### src/rtl/ddr_clkmux_sel_ctrl_if.sv
// Request/status bundle between the clock-select requester and the mux select sequencer.
interface ddr_clkmux_sel_ctrl_if;
    localparam int unsigned SEL_W = 2;

    logic             i_req_vld;
    logic [SEL_W-1:0] i_req_sel;
    logic             o_req_rdy;
    logic [SEL_W-1:0] o_sel;
    logic             o_busy;
    logic             o_done;

    modport master (
        output i_req_vld, i_req_sel,
        input  o_req_rdy, o_sel, o_busy, o_done
    );

    modport slave (
        input  i_req_vld, i_req_sel,
        output o_req_rdy, o_sel, o_busy, o_done
    );
endinterface

### src/rtl/ddr_clkmux_sel_ctrl.sv
// Glitch-free select sequencer for the 3:1 clock mux: park at 00, apply the new
// source, settle, then pulse done. Never switches directly between two sources.
module ddr_clkmux_sel_ctrl #(
    parameter int unsigned GATE_CYCLES   = 4,
    parameter int unsigned SETTLE_CYCLES = 8,
    parameter int unsigned CNT_WIDTH     = 4
) (
    input  logic                 i_clk,
    input  logic                 i_rst,
    ddr_clkmux_sel_ctrl_if.slave bus
);
    localparam int unsigned SEL_W   = 2;
    localparam int unsigned CNT_MAX = (1 << CNT_WIDTH) - 1;

    localparam logic [1:0] ST_IDLE   = 2'd0;
    localparam logic [1:0] ST_GATE   = 2'd1;
    localparam logic [1:0] ST_SETTLE = 2'd2;

    // Reject interval settings the shared counter cannot represent.
    if (GATE_CYCLES < 1 || GATE_CYCLES > CNT_MAX) begin : g_bad_gate
        $error("GATE_CYCLES out of range for CNT_WIDTH");
    end
    if (SETTLE_CYCLES < 1 || SETTLE_CYCLES > CNT_MAX) begin : g_bad_settle
        $error("SETTLE_CYCLES out of range for CNT_WIDTH");
    end

    logic [1:0]           state_q, state_d;
    logic [CNT_WIDTH-1:0] cnt_q,   cnt_d;
    logic [SEL_W-1:0]     tgt_q,   tgt_d;
    logic [SEL_W-1:0]     sel_q,   sel_d;
    logic                 rdy_q,   rdy_d;
    logic                 busy_q,  busy_d;
    logic                 done_q,  done_d;

    always_ff @(posedge i_clk) begin
        if (i_rst) begin
            state_q <= ST_IDLE;
            cnt_q   <= '0;
            tgt_q   <= '0;
            sel_q   <= '0;
            rdy_q   <= 1'b1;
            busy_q  <= 1'b0;
            done_q  <= 1'b0;
        end else begin
            state_q <= state_d;
            cnt_q   <= cnt_d;
            tgt_q   <= tgt_d;
            sel_q   <= sel_d;
            rdy_q   <= rdy_d;
            busy_q  <= busy_d;
            done_q  <= done_d;
        end
    end

    always_comb begin
        state_d = state_q;
        cnt_d   = cnt_q;
        tgt_d   = tgt_q;
        sel_d   = sel_q;
        rdy_d   = rdy_q;
        busy_d  = busy_q;
        done_d  = 1'b0;

        case (state_q)
            ST_IDLE: begin
                if (bus.i_req_vld && rdy_q) begin
                    tgt_d = bus.i_req_sel;
                    // Re-selecting the current code completes without touching the mux.
                    if (bus.i_req_sel == sel_q) begin
                        done_d = 1'b1;
                    end else begin
                        state_d = ST_GATE;
                        sel_d   = '0;
                        rdy_d   = 1'b0;
                        busy_d  = 1'b1;
                        cnt_d   = CNT_WIDTH'(GATE_CYCLES - 1);
                    end
                end
            end
            ST_GATE: begin
                if (cnt_q == '0) begin
                    if (tgt_q == '0) begin
                        state_d = ST_IDLE;
                        done_d  = 1'b1;
                        rdy_d   = 1'b1;
                        busy_d  = 1'b0;
                    end else begin
                        state_d = ST_SETTLE;
                        sel_d   = tgt_q;
                        cnt_d   = CNT_WIDTH'(SETTLE_CYCLES - 1);
                    end
                end else begin
                    cnt_d = cnt_q - CNT_WIDTH'(1);
                end
            end
            ST_SETTLE: begin
                if (cnt_q == '0) begin
                    state_d = ST_IDLE;
                    done_d  = 1'b1;
                    rdy_d   = 1'b1;
                    busy_d  = 1'b0;
                end else begin
                    cnt_d = cnt_q - CNT_WIDTH'(1);
                end
            end
            default: begin
                state_d = ST_IDLE;
                sel_d   = '0;
                rdy_d   = 1'b1;
                busy_d  = 1'b0;
            end
        endcase
    end

    assign bus.o_sel     = sel_q;
    assign bus.o_req_rdy = rdy_q;
    assign bus.o_busy    = busy_q;
    assign bus.o_done    = done_q;

    // A live source may only ever be followed by itself or by park.
    sel_no_direct_swap: assert property (@(posedge i_clk) disable iff (i_rst)
        ($past(sel_q) != 2'b00 && sel_q != 2'b00) |-> (sel_q == $past(sel_q)));
endmodule

### src/flat_wrapper.sv
// flat-port wrapper written by rule: the top's interface ports become plain ports
module ddr_clkmux_sel_ctrl_flat 
#(
    parameter int unsigned GATE_CYCLES   = 4,
    parameter int unsigned SETTLE_CYCLES = 8,
    parameter int unsigned CNT_WIDTH     = 4
)
  (i_clk, i_rst, bus_i_req_vld, bus_i_req_sel, bus_o_req_rdy, bus_o_sel, bus_o_busy, bus_o_done);
  ddr_clkmux_sel_ctrl_if bus_i ();
  input  logic i_clk;
  input  logic i_rst;
  input wire logic [$bits(bus_i.i_req_vld)-1:0] bus_i_req_vld;
  input wire logic [$bits(bus_i.i_req_sel)-1:0] bus_i_req_sel;
  output wire logic [$bits(bus_i.o_req_rdy)-1:0] bus_o_req_rdy;
  output wire logic [$bits(bus_i.o_sel)-1:0] bus_o_sel;
  output wire logic [$bits(bus_i.o_busy)-1:0] bus_o_busy;
  output wire logic [$bits(bus_i.o_done)-1:0] bus_o_done;
  assign bus_i.i_req_vld = bus_i_req_vld;
  assign bus_i.i_req_sel = bus_i_req_sel;
  assign bus_o_req_rdy = bus_i.o_req_rdy;
  assign bus_o_sel = bus_i.o_sel;
  assign bus_o_busy = bus_i.o_busy;
  assign bus_o_done = bus_i.o_done;
  ddr_clkmux_sel_ctrl #(.GATE_CYCLES(GATE_CYCLES), .SETTLE_CYCLES(SETTLE_CYCLES), .CNT_WIDTH(CNT_WIDTH)) u_core (.i_clk(i_clk), .i_rst(i_rst), .bus(bus_i));
endmodule
### config.mk
export PLATFORM = sky130hd
export DESIGN_NAME = ddr_clkmux_sel_ctrl_flat
export DESIGN_NICKNAME = d
export VERILOG_FILES = /design/src/rtl/ddr_clkmux_sel_ctrl_if.sv /design/src/rtl/ddr_clkmux_sel_ctrl.sv /design/src/flat_wrapper.sv
export SDC_FILE = /design/constraint.sdc
export NUM_CORES = 1
export LEC_CHECK = 0
export BUFFER_PORTS_ARGS = -buffer_cell sky130_fd_sc_hd__buf_2
export CELL_PAD_IN_SITES_DETAIL_PLACEMENT = 0
export CELL_PAD_IN_SITES_GLOBAL_PLACEMENT = 2
export CORE_MARGIN = 8
export CORE_UTILIZATION = 30
export DETAILED_ROUTE_END_ITERATION = 8
export GPL_ROUTABILITY_DRIVEN = 0
export GPL_TIMING_DRIVEN = 0
export PLACE_DENSITY_LB_ADDON = 0.2
export SYNTH_ARGS = -nofsm -noshare
export SYNTH_HDL_FRONTEND = slang
export SYNTH_SLANG_ARGS = --single-unit
### constraint.sdc
create_clock -name i_clk -period 1.7 [get_ports i_clk]
set_clock_uncertainty 0.05 [all_clocks]
set_input_delay 0.425 -clock i_clk [delete_from_list [all_inputs] [get_ports i_clk]]
set_output_delay 0.425 -clock i_clk [all_outputs]
set_load 0.01 [all_outputs]
==> impl_metrics.tcl <==
set metrics [dict create \
    detail_route.first_pass.iterations 4 \
    grt_antenna_before_repair 0 \
    placeableCoreArea_um2 2450 \
    multi_input_comb_area_um2 554 \
    power_uw 932 \
    synth_top_family_by_area "compound AO/OA/AOI/OAI gates" \
    setup.worst_path.end_class "flop" \
    floorplan.io_pins 10 \
    route.detailed.vias_per_inst 5.22 \
    synth_compound_gate_area_share 0.256 \
    report.final.slew_viol_count 0 \
    grt_setup_unrepaired "yes" \
    worst_setup_path_class "flop to flop" \
    syn_nets 94 \
    drtIter0Drc 23 \
    synth.yosys.seq_area_share 0.335 \
    drc 0 \
    initial_core_util 0.316 \
    post_synth_xor_xnor_area 0.0323 \
    antenna_fix_cells 0 \
    start_kind "flop" \
    hp-class "primary input to flop" \
    grt_start_max_net_pins 11 \
    die_x_um 66.9 \
    hpwl_after_detailed_placement_mm 1.35 \
    synthMuxAreaShare 0.0403 \
    port-buffer-count 8 \
    grt.overflow.total 0 \
    ir_drop_mv 0.648 \
    fmax_ghz 0.591 \
    synth.cell_area_um2 776 \
    cts_root_buffer "clkbuf_4" \
    power.leakage_nw 0.358 \
    synth_top_flop_cell "dfxtp_1" \
    synth.ff_latch_count 13 \
    final_hold_viol_count 0 \
    postSynthCellCount 84 \
    fill_cells 258 \
    die_height_um 66.9 \
    yosysWarningCount 0 \
    fp.dieArea_um2 4470 \
    crit_fanout 4 \
    clkSlewWorstSetupHoldPaths_ps 90 \
    power-per-cell-area_nw_per_um2 961 \
    reported_max_cap_violation_count 0 \
    synth_largest_type_area_fraction 0.335 \
    ctsHoldBuffers 0 \
    grt_pass1_vias 647 \
    final_nets 107 \
    asyncSetResetFlopFracSynth 0 \
    drt-total-wl_mm 1.82 \
    cts_num_sinks 13 \
    vias 658 \
    dpl_cell_area_um2 863 \
    area.sequential_um2 267 \
    synthAdderAreaFrac 0.0806 \
    grt_first_pass_wirelength_mm 3.15 \
    count_of_flip_flops_with_a_built_in_enable_after_synthesis 0 \
    min_period_over_period 0.995 \
    post_synth_and_or_nand_nor_area_fraction 0.202 \
    synth.avg_cell_area_um2 9.24 \
    cp.arrival_ps 1810 \
    worst-endpoint-required_ps 1810 \
    area_delta_synth_final_pct 25.0 \
    cts-htree-levels 1 \
    clkLatencyLatePin_ps 280 \
    period_needed_ps 1690 \
    synth.distinct_cells 32 \
    global_route.usage.total 0.0945 \
    drtAntennaViolNets 0 \
    cts_tree "built" \
    final_area_um2 970 \
    final-setup-viol-count 0 \
    synth_top_cell_by_area "dfxtp_1" \
    synth_top_cells_by_area "dfxtp_1, ha_1, nor2_1" \
    cts_inserted_buffers 3 \
    rows 18 \
    maxSlewHeadroom 0.644 \
    cts-root-to-sink-buffers 2 \
    layout-drive-gt1-share 0.396 \
    status "complete, no violations" \
    wire_per_inst_um 14.4 \
    tightestPinTransition_ps 534 \
]
## through the flow
step                      std cells  TNS (ps)  hold slack, ps  setup slack [ps]  utilization
after floorplan                  84         0             401              2.74            -
after global placement          122      -499             408              -160        0.352
after detailed placement        122      -526             416              -169        0.352
after CTS                       127     -17.8             383             -14.6        0.380
after global routing            126      -278             409             -82.1        0.395
final                           126         0             385              8.10        0.395
## logic make-up after synthesis
| logic type | after synthesis |
|---|---|
| and+or+nand+nor | 26 |
| AOI/OAI and AO/OA | 24 |
| DFF | 13 |
| buffers and inverters | 11 |
| adders and majority gates | 5 |
| muxes | 3 |
| xor gates and xnor gates | 2 |
## state kept, by name, summed over array words and instances, names as in the netlist
signal / cells
u_core.cnt_q: 4
u_core.bus.o_sel: 2
u_core.state_q: 2
u_core.tgt_q: 2
u_core.bus.o_busy: 1
u_core.bus.o_done: 1
u_core.bus.o_req_rdy: 1
## report_power, final
group | internal [mW] | switching [mW] | leakage [nW] | total (mW)
registers | 0.339 | 0.0271 | 0.109 | 0.366
logic | 0.179 | 0.188 | 0.235 | 0.367
clock network | 0.0910 | 0.108 | 0.0150 | 0.199
total | 0.609 | 0.323 | 0.358 | 0.932
## worst paths after layout
kind                           from                    to  slack [ps]  cells after the start
hold / removal     bus_i_req_sel[1]       u_core.tgt_q[1]         390                      3
setup / recovery    u_core.cnt_q[1]  u_core.bus.o_req_rdy           8                      6
setup reg to reg    u_core.cnt_q[1]  u_core.bus.o_req_rdy           8                      6
hold reg to reg   u_core.bus.o_busy     u_core.bus.o_busy         420                      2
## synth_stat cells (all sizes together), types with 3 or more instances
cell type / instances
a211oi: 3
a21oi: 3
a221oi: 4
clkbuf: 3
dfxtp: 13
ha: 5
inv: 8
nand2b: 3
nor2: 10
o21ai: 4
o32ai: 3
## cells in the final DEF (no fill, tap or decap), types with 3 or more instances in the layout
cell type	count
inv_1	4
clkbuf_4	3
buf_2	8
ha_4	4
dfxtp_2	5
clkbuf_1	3
nor2_1	8
o32ai_1	3
dfxtp_1	8
nand2b_1	3
inv_2	4
a221oi_1	3
a211oi_1	3
## area by class of cell
cell class	instances	share of cell area
sequential	13	0.275
multi-input combinational	60	0.572
timing repair buffer	9	0.0490
buffer	2	0.00774
tap	30	0.0387
clock buffer	4	0.0271
inverter	8	0.0310
## worst max-delay path, stage by stage (launching register included)
cell and delay [ps]:
dfxtp_1 320, inv_2 90, ha_4 150, nor3b_4 220
nor2_2 80, or3b_4 380, a221o_1 290
## routing by layer
metal	vias to the layer above	track usage	part of all wire	routed length, µm
met3	2	0.0419	0.035	63
met1	313	0.116	0.50	904
met2	8	0.143	0.46	834
met5	-	0	0	0
met4	0	0.0313	0.0083	15
li1	335	-	-	-
## what timing repair did
item / in CTS / in global routing
pin swaps: 2 / 2
buffers inserted: 1 / 0
endpoints found under the setup margin: 7 / 11
gates resized for setup: 11 / 9
gates cloned: 0 / 0
Power figures use the tool's default switching activity.
